<file path="config.mk">
export PLATFORM = sky130hd
export DESIGN_NAME = shuffle_ctrl
export DESIGN_NICKNAME = d
export VERILOG_FILES = /design/src/rtl/shuffle_ctrl_pkg.sv /design/src/rtl/card_regfile.sv /design/src/rtl/shuffle_ctrl.sv
export SDC_FILE = /design/constraint.sdc
export NUM_CORES = 1
export LEC_CHECK = 0
export CAP_MARGIN = 20
export CORE_MARGIN = 1
export CORE_UTILIZATION = 51
export CTS_BUF_LIST = sky130_fd_sc_hd__clkbuf_8
export CTS_CLUSTER_SIZE = 20
export DETAILED_ROUTE_END_ITERATION = 8
export GPL_ROUTABILITY_DRIVEN = 1
export GPL_TIMING_DRIVEN = 0
export PLACE_DENSITY = 0.73
export SLEW_MARGIN = 20
export SYNTH_ARGS = -nofsm -noshare
export SYNTH_HDL_FRONTEND = slang
export SYNTH_SLANG_ARGS = --single-unit
export TNS_END_PERCENT = 10
</file>
<file path="constraint.sdc">
create_clock -name clk -period 6 [get_ports clk]
set_input_delay 1.2 -clock clk [delete_from_list [all_inputs] [get_ports clk]]
set_output_delay 1.2 -clock clk [all_outputs]
set_load 0.05 [all_outputs]
</file>
<file path="src/rtl/shuffle_ctrl_pkg.sv">
// Shared constants, FSM state encoding and the index-scaling helper for the
// card shuffler.
package shuffle_ctrl_pkg;

   localparam int N_CARDS = 16;  // deck size, 8 pairs
   localparam int ADDR_W  = 4;   // deck index width
   localparam int VAL_W   = 3;   // card value width

   typedef enum logic [2:0] {
      ST_IDLE,
      ST_INIT,
      ST_REQ,
      ST_WAIT,
      ST_SWAP,
      ST_DONE
   } state_e;

   // Maps a 16-bit random fraction onto 0..i by taking the top bits of
   // r * (i+1). The 16x5-bit product never exceeds 20 bits.
   function automatic logic [ADDR_W-1:0] scale_index(input logic [15:0]       r,
                                                     input logic [ADDR_W-1:0] i);
      logic [4:0]  span;
      logic [19:0] prod;
      span = {1'b0, i} + 5'd1;
      prod = {4'b0, r} * {15'b0, span};
      return ADDR_W'(prod >> 16);
   endfunction

endpackage

</file>
<file path="src/rtl/card_regfile.sv">
// Deck storage: 16 x 3-bit registers with a combinational read port, a
// single-entry write port used while filling the deck and a two-entry swap
// port used while shuffling.
module card_regfile
   import shuffle_ctrl_pkg::*;
(
   input  logic              clk,
   input  logic              reset,
   input  logic              wr_en,
   input  logic [ADDR_W-1:0] wr_addr,
   input  logic [VAL_W-1:0]  wr_data,
   input  logic              swap_en,
   input  logic [ADDR_W-1:0] swap_a,
   input  logic [ADDR_W-1:0] swap_b,
   input  logic [ADDR_W-1:0] rd_addr,
   output logic [VAL_W-1:0]  rd_data
);

   logic [N_CARDS-1:0][VAL_W-1:0] mem_q, mem_d;

   // Next deck contents: one write or one exchange per cycle.
   always_comb begin
      // NOTE: mem_d takes the held contents first so every path assigns it and no latch is inferred.
      mem_d = mem_q;
      if (wr_en) begin
         mem_d[wr_addr] = wr_data;
      end else if (swap_en) begin
         // Both reads come from the old contents, so swap_a == swap_b is a no-op.
         mem_d[swap_a] = mem_q[swap_b];
         mem_d[swap_b] = mem_q[swap_a];
      end
   end

   // Deck register array with synchronous clear.
   always_ff @(posedge clk) begin
      // NOTE: the deck is a small flop array and must read back all-zero after reset, so it is cleared explicitly.
      if (!reset) begin
         mem_q <= '0;
      end else begin
         mem_q <= mem_d;
      end
   end

   assign rd_data = mem_q[rd_addr];

endmodule

</file>
<file path="src/rtl/shuffle_ctrl.sv">
// Fisher-Yates shuffle controller: fills a 16-card deck with pairs 0..7,
// then walks i from 15 down to 1, requesting one random number per step
// and exchanging deck[i] with deck[j], j in 0..i.
module shuffle_ctrl
   import shuffle_ctrl_pkg::*;
(
   input  logic              clk,
   input  logic              reset,
   input  logic              start,
   output logic              rng_req,
   input  logic [31:0]       rng_num,
   input  logic [ADDR_W-1:0] rd_addr,
   output logic [VAL_W-1:0]  rd_data,
   output logic              busy,
   output logic              done
);

   state_e            state_q, state_d;
   logic [ADDR_W-1:0] idx_q, idx_d;     // fill pointer in INIT, i while shuffling
   logic              busy_q, busy_d;
   logic              rng_req_q, rng_req_d;
   logic              done_q, done_d;

   logic              wr_en;
   logic              swap_en;
   logic [VAL_W-1:0]  init_val;
   logic [ADDR_W-1:0] swap_j;
   logic              unused_rng_hi;

   assign init_val      = VAL_W'(idx_q >> 1);
   assign swap_j        = scale_index(rng_num[15:0], idx_q);
   assign unused_rng_hi = ^rng_num[31:16];

   // Next-state, pointer update and registered-output decode.
   always_comb begin
      state_d = state_q;
      idx_d   = idx_q;
      wr_en   = 1'b0;
      swap_en = 1'b0;
      unique case (state_q)
         ST_IDLE: begin
            if (start) begin
               state_d = ST_INIT;
               idx_d   = '0;
            end
         end
         ST_INIT: begin
            wr_en = 1'b1;
            if (idx_q == ADDR_W'(N_CARDS - 1)) begin
               state_d = ST_REQ;      // pointer is left at 15, the first i
            end else begin
               idx_d = idx_q + ADDR_W'(1);
            end
         end
         ST_REQ:  state_d = ST_WAIT;
         ST_WAIT: state_d = ST_SWAP;
         ST_SWAP: begin
            swap_en = 1'b1;
            if (idx_q == ADDR_W'(1)) begin
               state_d = ST_DONE;
            end else begin
               idx_d   = idx_q - ADDR_W'(1);
               state_d = ST_REQ;
            end
         end
         ST_DONE: state_d = ST_IDLE;
         default: state_d = ST_IDLE;
      endcase
      busy_d    = (state_d == ST_INIT) || (state_d == ST_REQ) ||
                  (state_d == ST_WAIT) || (state_d == ST_SWAP);
      rng_req_d = (state_d == ST_REQ);
      done_d    = (state_d == ST_DONE);
   end

   // FSM state, pointer and registered outputs; reset wins over everything.
   always_ff @(posedge clk) begin
      // NOTE: sequential state uses non-blocking assignments so all flops update from pre-edge values.
      if (!reset) begin
         state_q   <= ST_IDLE;
         idx_q     <= '0;
         busy_q    <= 1'b0;
         rng_req_q <= 1'b0;
         done_q    <= 1'b0;
      end else begin
         state_q   <= state_d;
         idx_q     <= idx_d;
         busy_q    <= busy_d;
         rng_req_q <= rng_req_d;
         done_q    <= done_d;
      end
   end

   assign busy    = busy_q;
   assign rng_req = rng_req_q;
   assign done    = done_q;

   card_regfile u_deck (
      .clk     (clk),
      .reset   (reset),
      .wr_en   (wr_en),
      .wr_addr (idx_q),
      .wr_data (init_val),
      .swap_en (swap_en),
      .swap_a  (idx_q),
      .swap_b  (swap_j),
      .rd_addr (rd_addr),
      .rd_data (rd_data)
   );

endmodule

</file>
# --- Word-level counts from Yosys, hierarchy flattened ---
# Cells that the tools add are included.
word_totals:
  ff_bits: 58
  latchBits: 0
  mem_bits_rw: 0
  romBits: 0
  input_bits: 39
  out_inout_bits: 6
  wordCells: 78
  memories: 0
classes:
  add_sub_neg: 3
  mul: 1
  n_div: 0
  magnitude_cmp: 5
  eq_ne: 14
  n_shift: 0
  n_mux: 25
  n_bitwise: 0
  reduce_logical: 9
ops:
  columns: ["op", "count"]
  rows:
  - ["$bwmux W48", 3]
  - ["$mux W48", 2]
  - ["$bmux W3 S4", 3]
  - ["$demux W3 S4", 2]
  - ["$mux W3", 8]
  - ["$mul A16 B5 Y20", 1]
  - ["$lt A4 B5 Y1 const B", 3]
  - ["$pmux W3 S5", 1]
  - ["$eq A3 B2 Y1 const B", 4]
  - ["$mux W4", 3]
  - ["$pmux W4 S3", 1]
  - ["$eq A3 B3 Y1 const B", 3]
  - ["$ge A4 B1 Y1 const B", 2]
  - ["$eq A3 B1 Y1 const B", 2]
  - ["$ne A2 B2 Y1 const B", 3]
  - ["$add A4 B1 Y5 const B", 1]
  - ["$add A4 B1 Y4 const B", 1]
  - ["$eq A4 B1 Y1 const B", 1]
  - ["$eq A4 B4 Y1 const B", 1]
  - ["$reduce_and A4 Y1", 1]
  - ["$sub A4 B1 Y4 const B", 1]
  - ["$logic_not A3 Y1", 1]
  - ["$logic_or A1 B1 Y1", 3]
  - ["$reduce_bool A3 Y1", 1]
  - ["other kinds (3)", 5]

# --- Longest topological paths before layout ---
# Gate-level depths: netlist of the first run.
depth:
  ltp_word: 9
  ltp_mapped: 27
  depth_no_buf: 20

# --- Cells and area by module ---
# A second synthesis of the first run with hierarchy kept.
unflattened:
  cells_unflattened: 927
  area_unflattened_um2: 7657.3
modules_own_cells:
  columns: ["mod", "n_inst", "cells_each", "area_each_um2", "seq_area_each_um2"]
  rows:
  - ["card_regfile", 1, 602, 4933.5, 960.9]
  - ["shuffle_ctrl", 1, 325, 2723.9, 200.2]

# --- Worst setup path after synthesis of the first run ---
# OpenSTA, ideal clock, no wires.
synth_timing:
  path_type: "flip-flop to flip-flop"
  start: "register idx_q[0]"
  end: "register u_deck.mem_q[7] in the netlist's numbering"
  setup_time_ns: 0.124
  arrival_time_ns: 6.487
  required_time_ns: 5.876
  setup_slack_ns: -0.610
  path_stages_with_launch: 26
  path_buffers: 7
  synth_period_minus_slack_ns: 6.610
  path_cell_list: "dfxtp_1 > clkbuf_1 > clkbuf_1 > nand3_1 > xor2_1 > clkbuf_1 > nor2b_1 > fa_1 > fa_1 > inv_1 > fa_1 > inv_1 > ha_1 > and3_1 > a31oi_4 > o22ai_1 > a311o_1 > a311o_1 > buf_6 > buf_6 > buf_6 > o211ai_1 > nand4_1 > buf_4 > a222oi_1 > nor2_1"
synth_between:
  elab_chain_len: 9
  word_cells_on_any_way: 21
  cone_classes: "add/sub (1); mul (1); order compare (4); mux (13); reduce/logical (2)"
synth_lines:
  columns: ["item", "line", "rtl"]
  rows:
  - ["start, declared", "shuffle_ctrl.sv:19", "logic [ADDR_W-1:0] idx_q, idx_d;"]
  - ["start signal, assigned", "shuffle_ctrl.sv:86", "idx_q <= idx_d;"]
  - ["$add A4 B1 Y5", "shuffle_ctrl_pkg.sv:24", "span = {1'b0, i} + 5'd1;"]
  - ["$mul A16 B5 Y20", "shuffle_ctrl_pkg.sv:25", "prod = {4'b0, r} * {15'b0, span};"]
  - ["$lt A4 B5 Y1 (implied by the code) / $ge A4 B1 Y1 (equally long branches)", "card_regfile.sv:30", "mem_d[swap_b] = mem_q[swap_a];"]
  - ["$logic_and A1 B1 Y1 (implied by the code)", "card_regfile.sv:30", null]
  - ["$mux W3 (implied by the code)", "card_regfile.sv:30", null]
  - ["$demux W3 S4", null, null]
  - ["$bwmux W48", "card_regfile.sv:30", null]
  - ["$mux W48", "card_regfile.sv:27", "end else if (swap_en) begin"]
  - ["$mux W48 *", "card_regfile.sv:25", "if (wr_en) begin"]
  - ["end signal, assigned", "card_regfile.sv:40", "mem_q <= mem_d;"]
  - ["end, declared", "card_regfile.sv:19", "logic [N_CARDS-1:0][VAL_W-1:0] mem_q, mem_d;"]
# Every way passes the cells marked *; elsewhere a longest branch is shown, timed or not. The select of a mux whose other input is x is not followed.
# A chain may end at the register's enable or synchronous reset.

# --- Worst setup path after layout of the first run ---
layout_timing:
  start: "register idx_q[1]"
  end: "register u_deck.mem_q[11] in the netlist's numbering"
# The elaborated chain is that of the path after synthesis.

==> impl_results.md, run 1 <==
- Layout Nets: ~1100
- Post-synthesis net count: 987
- Total number of vias: 8066
- # setup viols final: 31
- Data arrival time at the worst-slack endpoint: 6290 ps
- Max Clock Skew: 13.0 ps
- Share of post-route cells with drive strength above 1: a little under a third
- Cell area after technology mapping: a little over 7000 um2
- IO Count: 45
- Std-Cell Rows: 42
- Post-detailed-route DRC marker count: 0
- Cells taking the most area after synthesis: sky130_fd_sc_hd__dfxtp_1, sky130_fd_sc_hd__fa_1, sky130_fd_sc_hd__mux4_2
- Total placed cells including tap cells: 1080
- Global-route wire length before repair: a little over 40000 um
- Critical-path cell with the highest stage delay: sky130_fd_sc_hd__nor4_1
- Effective utilization at floorplan: around 53%
- Per-cell via count in the routed design: between 6 and 7
- Number of synthesized register bits: 58
- Total number of H-tree levels: 3
- Worst Path Required: 6180 ps
- First-iteration detailed-routing DRC count: around 1200
- Area fraction of the dominant cell type after synthesis: between 10% and 20%
- Gr busiest metal: met2
- Die Footprint: ~14000 um2
- Yosys Warn Count: 0
- Most frequently used flop master after synthesis: sky130_fd_sc_hd__dfxtp_1
- Number of clock sinks: 58
- Core Util, Final: between 60% and 70%
- Met3 Track Usage GR: between 10 and 15%
- Wire length per cell after detailed routing: about 25 um
- Worst min-delay path category: reg -> reg
- Post-route fraction of the period consumed by the critical path: 102%
- Count of pins over their slew limit: 0
- Commonest cells in the netlist: sky130_fd_sc_hd__nand2_1, sky130_fd_sc_hd__inv_1, sky130_fd_sc_hd__dfxtp_1
- Static leakage: 3.52 nW
- Cell accounting for the most synthesized area: sky130_fd_sc_hd__dfxtp_1
- Die X-Extent: about 120 um
- Sort of element at the end of the critical path: register
- Detailed-routing iteration count for the pre-antenna-repair pass: 8
- Buffers plus inverters on the worst setup path: 6
- Post-synth cell types: 76
- CTS tree: built
- Num CTS Buffers: 9
- Crit Path Category: reg -> reg
- Met1 Resource Use GR: 50.2%
- Number of maximum-capacitance constraint violations: 0
- Post-CTS Hold Fix Bufs: 0
- Placer congestion estimate: just over 1
- Clock latency on the worst-skew pair: 350 ps
- GR Util All Layers: a little under two fifths
- Worst relative slew slack: between 40% and 50%
- Via count of the first global-routing pass: 7369
- Overall power of the completed layout: ~0.0013 W
- Delay of the slowest cell on the worst path: about 700 ps
- Buffer levels on the longest clock path: 2
- Outcome: complete, but fails checks
- Synthesized instance count: between 800 and 900
- Aggregate routed wire length: approximately 28000 um
- Die height: 120 um
- Worst-margin pin slew: around 830 ps
- Async SR Flop Fraction: 0%
- Peak VDD IR: between 0.1 and 0.15 mV
- Post-layout min period: roughly 6000 ps
- Most used standard cell by instance count after synthesis: sky130_fd_sc_hd__nand2_1
- Setup Total Neg Slack: -823 ps
- Number of nets with antenna violations after detailed routing: 0
- Finished Layout Cells: approximately 1200
- Count of final hold-check violations: 0
- Core Footprint: approximately 13000 um2
- Setup repair after global routing missed its margin: true
- Ordered cell list for the critical path: clkbuf_16 -> nand3_4 -> xor2_4 -> buf_8 -> nor2b_2 -> fa_1 -> fa_1 -> inv_1 -> fa_1 -> inv_1 -> ha_4 -> a21o_1 -> a21oi_2 -> nor2_1 -> a311o_1 -> a311o_2 -> buf_6 -> buf_4 -> a211oi_2 -> a311oi_1 -> nor4_1 -> o32ai_1
- Root cell of the clock tree: sky130_fd_sc_hd__clkbuf_8
- Met2 layer usage reported by global route: a little over half
- Antenna violations before repair: 0
- Number of enable flip-flop cells after synthesis: 0
- Failing checks: negative setup slack
- Clock transition at the registers of the reported paths: roughly 70 ps
- Most used cell along the critical path: sky130_fd_sc_hd__fa_1
- Post-synthesis to final-layout area growth: 29.8%
- Pin count of the biggest net entering global routing: 20
- Worst-path maximum fanout: 5
- Grt total ovfl: 0
- Half-perimeter wire length of the detailed placement result: approximately 19000 um
- Highest attainable clock frequency: 164 MHz
- Number of antenna diodes: 0
- Critical path launch point type: register
- Fin worst setup slack: -110 ps
- Areal power density over the cells: about 140 nW/um2
- Delay-heaviest family, CP: compound AO/OA/AOI/OAI gates
- Sequential fraction of the synthesis area: roughly 16%
- Buffers added on ports: 27
- Post-Syn Area per Cell: approximately 8 um2
-- cell families (layout without fill, tap and decap cells) --
group	Yosys count	after routing	synth area share (%)
AO/OA/AOI/OAI	251	251	24.8
XOR/XNOR	5	5	0.618
adder cells (fa/ha/maj)	71	71	16.8
buffers and inverters	127	229	7.56
flip-flops	58	58	16.4
multiplexers	33	33	9.83
AND/OR/NAND/NOR	332	333	24.0
-- final timing paths --
path / startpoint / end / slack [ps] / depth (start not counted)
min: u_deck.mem_q[6]$_SDFFE_PN0P_ / u_deck.mem_q[6]$_SDFFE_PN0P_ / 560 / 2
max: idx_q[1]$_SDFFE_PN0P_ / u_deck.mem_q[11]$_SDFFE_PN0P_ / -110 / 22
max reg2reg: idx_q[1]$_SDFFE_PN0P_ / u_deck.mem_q[11]$_SDFFE_PN0P_ / -110 / 22
min reg2reg: u_deck.mem_q[6]$_SDFFE_PN0P_ / u_deck.mem_q[6]$_SDFFE_PN0P_ / 560 / 2
-- worst min-delay path, cell delays in order, from the launching register on --
cell	delay (ps)
sky130_fd_sc_hd__dfxtp_1	370
sky130_fd_sc_hd__inv_1	90
sky130_fd_sc_hd__a221oi_2	60
-- stage by stage --
stage / hold slack (ps) / setup WS (ps) / area (um2)
6_report: 563 / -110 / 9200
5_1_grt: 584 / -158 / 9200
4_1_cts: 553 / 0.0449 / 8460
3_5_place_dp: 543 / -1760 / 7600
3_3_place_gp: 546 / -1770 / 7600
2_1_floorplan: 462 / 33.5 / 7110
-- routing by layer --
metal,vias to the layer above,share of wire (%)
li1,3411,-
met4,0,5.3
met1,3786,37
met3,169,16
met2,700,42
met5,-,0
-- area by class of cell --
| cell class | count | area (um2) |
|---|---|---|
| multi-input combinational | 693 | 6200 |
| fill | 1038 | 4200 |
| sequential | 58 | 1170 |
| timing repair buffer | 92 | 763 |
| buffer | 55 | 420 |
| inverter | 66 | 255 |
| tap | 176 | 220 |
| clock buffer | 10 | 138 |
| clock inverter | 6 | 33.8 |
-- state kept, by name, indices dropped and copies added (netlist names) --
register and count:
rng_req 1, done 1, busy 1, idx_q 4
u_deck.mem_q 48, state_q 3
-- where the power goes --
group | internal (W) | switching [W]
Clock | 0.000157 | 0.000177
Sequential | 0.000388 | 0.00000642
Combinational | 0.000239 | 0.000360
-- cells in the final DEF, fill, tap and decap left out, types with 6 or more instances in the layout --
cell type,Yosys,final
sky130_fd_sc_hd__a211oi_1,17,8
sky130_fd_sc_hd__a211oi_2,0,7
sky130_fd_sc_hd__a21o_1,11,11
sky130_fd_sc_hd__a21oi_1,55,45
sky130_fd_sc_hd__a21oi_2,1,9
sky130_fd_sc_hd__a311oi_2,0,6
sky130_fd_sc_hd__a31oi_1,8,8
sky130_fd_sc_hd__a32oi_1,8,7
sky130_fd_sc_hd__and2_1,52,46
sky130_fd_sc_hd__and2_4,2,8
sky130_fd_sc_hd__and3_1,13,10
sky130_fd_sc_hd__buf_2,8,9
sky130_fd_sc_hd__buf_4,3,60
sky130_fd_sc_hd__buf_6,5,14
sky130_fd_sc_hd__clkbuf_1,38,24
sky130_fd_sc_hd__clkbuf_2,0,8
sky130_fd_sc_hd__clkbuf_8,0,12
sky130_fd_sc_hd__clkdlybuf4s50_1,0,12
sky130_fd_sc_hd__dfxtp_1,58,55
sky130_fd_sc_hd__fa_1,40,38
sky130_fd_sc_hd__ha_1,31,19
sky130_fd_sc_hd__ha_4,0,11
sky130_fd_sc_hd__inv_1,66,60
sky130_fd_sc_hd__mux4_2,29,29
sky130_fd_sc_hd__nand2_1,112,110
sky130_fd_sc_hd__nand2b_1,10,8
sky130_fd_sc_hd__nand3_1,20,16
sky130_fd_sc_hd__nor2_1,45,41
sky130_fd_sc_hd__nor2b_1,19,8
sky130_fd_sc_hd__nor2b_2,0,7
sky130_fd_sc_hd__nor3_1,18,12
sky130_fd_sc_hd__o211ai_1,10,10
sky130_fd_sc_hd__o21ai_0,39,34
sky130_fd_sc_hd__o221ai_1,19,17
sky130_fd_sc_hd__o22ai_1,12,9
sky130_fd_sc_hd__or3_1,8,8
-- repair_timing --
item                                    4_1_cts  5_1_grt
gates resized for setup                     135      115
pin swaps                                    29       54
buffers inserted                             24       35
endpoints found under the setup margin       48       48
cloned                                        3        4
No activity file was read; power rests on OpenSTA's default activity.
==> inputs of run 2 (changes only) <==
--- a/config.mk
+++ b/config.mk
@@ -13,7 +13,7 @@
 export DETAILED_ROUTE_END_ITERATION = 8
 export GPL_ROUTABILITY_DRIVEN = 1
 export GPL_TIMING_DRIVEN = 0
-export PLACE_DENSITY = 0.73
+export PLACE_DENSITY = 0.7
 export SLEW_MARGIN = 20
 export SYNTH_ARGS = -nofsm -noshare
 export SYNTH_HDL_FRONTEND = slang
==> constraint.sdc (replaced) <==
create_clock -name clk -period 7.9 [get_ports clk]
set_input_delay 1.58 -clock clk [delete_from_list [all_inputs] [get_ports clk]]
set_output_delay 1.58 -clock clk [all_outputs]
set_load 0.05 [all_outputs]
==> run 2 against run 1 <==
The run now ends clean. Hold slack gained 4.2 ps. Combinational power is 46% lower. Critical path depth grew 2. Non-clock buffer count down 59. Critical path type unchanged. Largest cell class unchanged.
==> impl_results.md, run 2 (synthesis gave the netlist of run 1 again) <==
- Outcome: complete, no violations
- Areal power density over the cells: ~110 nW/um2
- Final instance area: a little under 8000 um2
- Antenna violations before repair: 0
- Ordered cell list for the critical path: clkbuf_2 -> clkbuf_2 -> nand3_1 -> xor2_4 -> clkbuf_2 -> nor2b_1 -> fa_1 -> fa_1 -> inv_1 -> fa_1 -> inv_1 -> ha_1 -> a21oi_1 -> o21ai_0 -> a311oi_1 -> a21oi_1 -> nor2_2 -> buf_2 -> mux2_2 -> o211ai_1 -> nand4_1 -> buf_4 -> a222oi_1 -> nor2_1
- Static leakage: approximately 3.0 nW
- Critical path launch point type: register
- IO Count: 45
- Buffers added on ports: 27
- Most common cell after layout, fill and taps aside: sky130_fd_sc_hd__nand2_1
- CTS tree: built
- Global-route wire length before repair: between 30000 and 40000 um
- Registers with the most flip-flops: u_deck.mem_q x48, idx_q x4, state_q x3
- Register name with the most flops: u_deck.mem_q
- Root cell of the clock tree: sky130_fd_sc_hd__clkbuf_8
- Std-Cell Rows: 42
- Post-layout min period: between 7000 and 8000 ps
- Grt total ovfl: 0
- Data arrival time at the worst-slack endpoint: 7870 ps
- Layout Nets: just over 1000
- Post-route fraction of the period consumed by the critical path: a little over nine tenths
- Sort of element at the end of the critical path: register
- Worst Path Required: 8150 ps
- Hold Worst Slack: about 570 ps
- Buffer levels on the longest clock path: 2
- Share of post-route cells with drive strength above 1: between 10% and 20%
- Num CTS Buffers: 9
- Flip-flop count of the largest register after layout: 48
- Critical-path cell with the highest stage delay: sky130_fd_sc_hd__fa_1
- Pin count of the biggest net entering global routing: 13
- Placed Area: 7580 um2
- Total number of vias: roughly 7300
- Worst relative slew slack: a little over two fifths
- Die height: about 120 um
- Worst-margin pin slew: ~850 ps
- Via count of the first global-routing pass: just under 7000
- Count of final hold-check violations: 0
- Most frequent cells in the layout: sky130_fd_sc_hd__nand2_1, sky130_fd_sc_hd__inv_1, sky130_fd_sc_hd__dfxtp_1
- Crit Path Category: reg -> reg
- Number of maximum-capacitance constraint violations: 0
- Wire length per cell after detailed routing: approximately 22 um
- Number of nets with antenna violations after detailed routing: 0
- Count of pins over their slew limit: 0
- Setup bufs post-CTS: 0
- Die X-Extent: 120 um
- Aggregate routed wire length: between 20000 and 25000 um
- Half-perimeter wire length of the detailed placement result: roughly 19000 um
- GR Util All Layers: between 30% and 40%
- # setup viols final: 0
- Number of clock sinks: 58
- Highest attainable clock frequency: about 130 MHz
- Core Footprint: ~13000 um2
- Clock transition at the registers of the reported paths: approximately 70 ps
- Peak VDD IR: about 0.11 mV
- Post-synthesis to final-layout area growth: 10.3%
- Clock latency on the worst-skew pair: between 300 and 400 ps
- First-iteration detailed-routing DRC count: approximately 1000
- Total number of H-tree levels: 3
- Post-detailed-route DRC marker count: 0
- Detailed-routing iteration count for the pre-antenna-repair pass: 6
- Die Footprint: 14400 um2
- Max Clock Skew: 8.53 ps
- Number of antenna diodes: 0
- Delay of the slowest cell on the worst path: between 500 and 600 ps
- Placer congestion estimate: ~1.0
- Worst-path maximum fanout: 10
- Setup repair after global routing missed its margin: false
- Effective utilization at floorplan: between 50% and 60%
- Per-cell via count in the routed design: approximately 6.7
- Worst min-delay path category: reg -> reg
- Post-CTS Hold Fix Bufs: 0
## run 2: changes by cell type in the layout (fill, tap and decap cells not counted), sizes merged, moves of 2 or more
cell / delta
inv: +2
clkinvlp: -3
buf: -68
dlygate4sd2: -3
clkdlybuf4s50: +15
clkbuf: -3
## run 2: final cells by class
type                            instances  area (um2)
Timing Repair Buffer                   27         270
Inverter                               66         248
Fill cell                            1298        5580
Buffer                                 61         297
Clock inverter                          7        61.3
Sequential cell                        58        1160
Multi-Input combinational cell        692        5440
Tap cell                              176         220
Clock buffer                            9         124
## run 2: worst max-delay path, delay by kind of cell (launching register included)
kind            cells  cell delay (ps)
mux                 1              380
fa+ha+maj           4             1920
simple gates        5             1070
buf+inv             7             1760
flops               1              460
xor+xnor            1              350
compound gates      6             1530
## run 2: worst paths after layout
kind / from / cells after the start / end / slack [ps]
max: idx_q[1]$_SDFFE_PN0P_ / 24 / u_deck.mem_q[7]$_SDFFE_PN0P_ / 280
min: u_deck.mem_q[3]$_SDFFE_PN0P_ / 2 / u_deck.mem_q[3]$_SDFFE_PN0P_ / 570
max reg2reg: idx_q[1]$_SDFFE_PN0P_ / 24 / u_deck.mem_q[7]$_SDFFE_PN0P_ / 280
min reg2reg: u_deck.mem_q[3]$_SDFFE_PN0P_ / 2 / u_deck.mem_q[3]$_SDFFE_PN0P_ / 570
## run 2: layer usage
| metal | track usage [%] | vias to the layer above | part of all wire [%] |
|---|---|---|---|
| li1 | - | 3286 | - |
| met1 | 50.8 | 3535 | 42 |
| met2 | 49.9 | 445 | 41 |
| met3 | 8.94 | 77 | 13 |
| met4 | 13.6 | 0 | 3.3 |
| met5 | 0 | - | 0 |
## run 2: what timing repair did
| item | CTS | global route |
|---|---|---|
| setup endpoints to repair | 48 | 48 |
| resized for setup | 5 | 12 |
| gates cloned | 0 | 0 |
## run 2: stage by stage
| stage | util (%) | worst slack, ps | power, W | cells | setup TNS [ps] |
|---|---|---|---|---|---|
| 3_5_place_dp | 56.6 | -667 | 0.000611 | 1080 | -17340 |
| 6_report | 58.4 | 285 | 0.000895 | 1096 | 0 |
| 2_1_floorplan | - | 1290 | 0.000518 | 877 | 0 |
| 4_1_cts | 58.1 | 86.4 | 0.000884 | 1096 | 0 |
| 5_1_grt | 58.4 | 20.0 | 0.000935 | 1096 | 0 |
| 3_3_place_gp | 56.6 | -655 | 0.000610 | 1080 | -17370 |
## run 2: report_power, final
| part | total [W] | leakage (nW) | switching [W] | internal (W) |
|---|---|---|---|---|
| Sequential | 0.000299 | 0.468 | 0.00000368 | 0.000295 |
| Combinational | 0.000321 | 2.42 | 0.000212 | 0.000109 |
| Clock | 0.000276 | 0.100 | 0.000134 | 0.000142 |
==> inputs of run 3 (changes only) <==
--- a/config.mk
+++ b/config.mk
@@ -14,7 +14,6 @@
 export GPL_ROUTABILITY_DRIVEN = 1
 export GPL_TIMING_DRIVEN = 0
 export PLACE_DENSITY = 0.7
-export SLEW_MARGIN = 20
 export SYNTH_ARGS = -nofsm -noshare
 export SYNTH_HDL_FRONTEND = slang
 export SYNTH_SLANG_ARGS = --single-unit
==> results of run 3 <==
The final DEF is identical to that of run 2; final timing and power are the same.
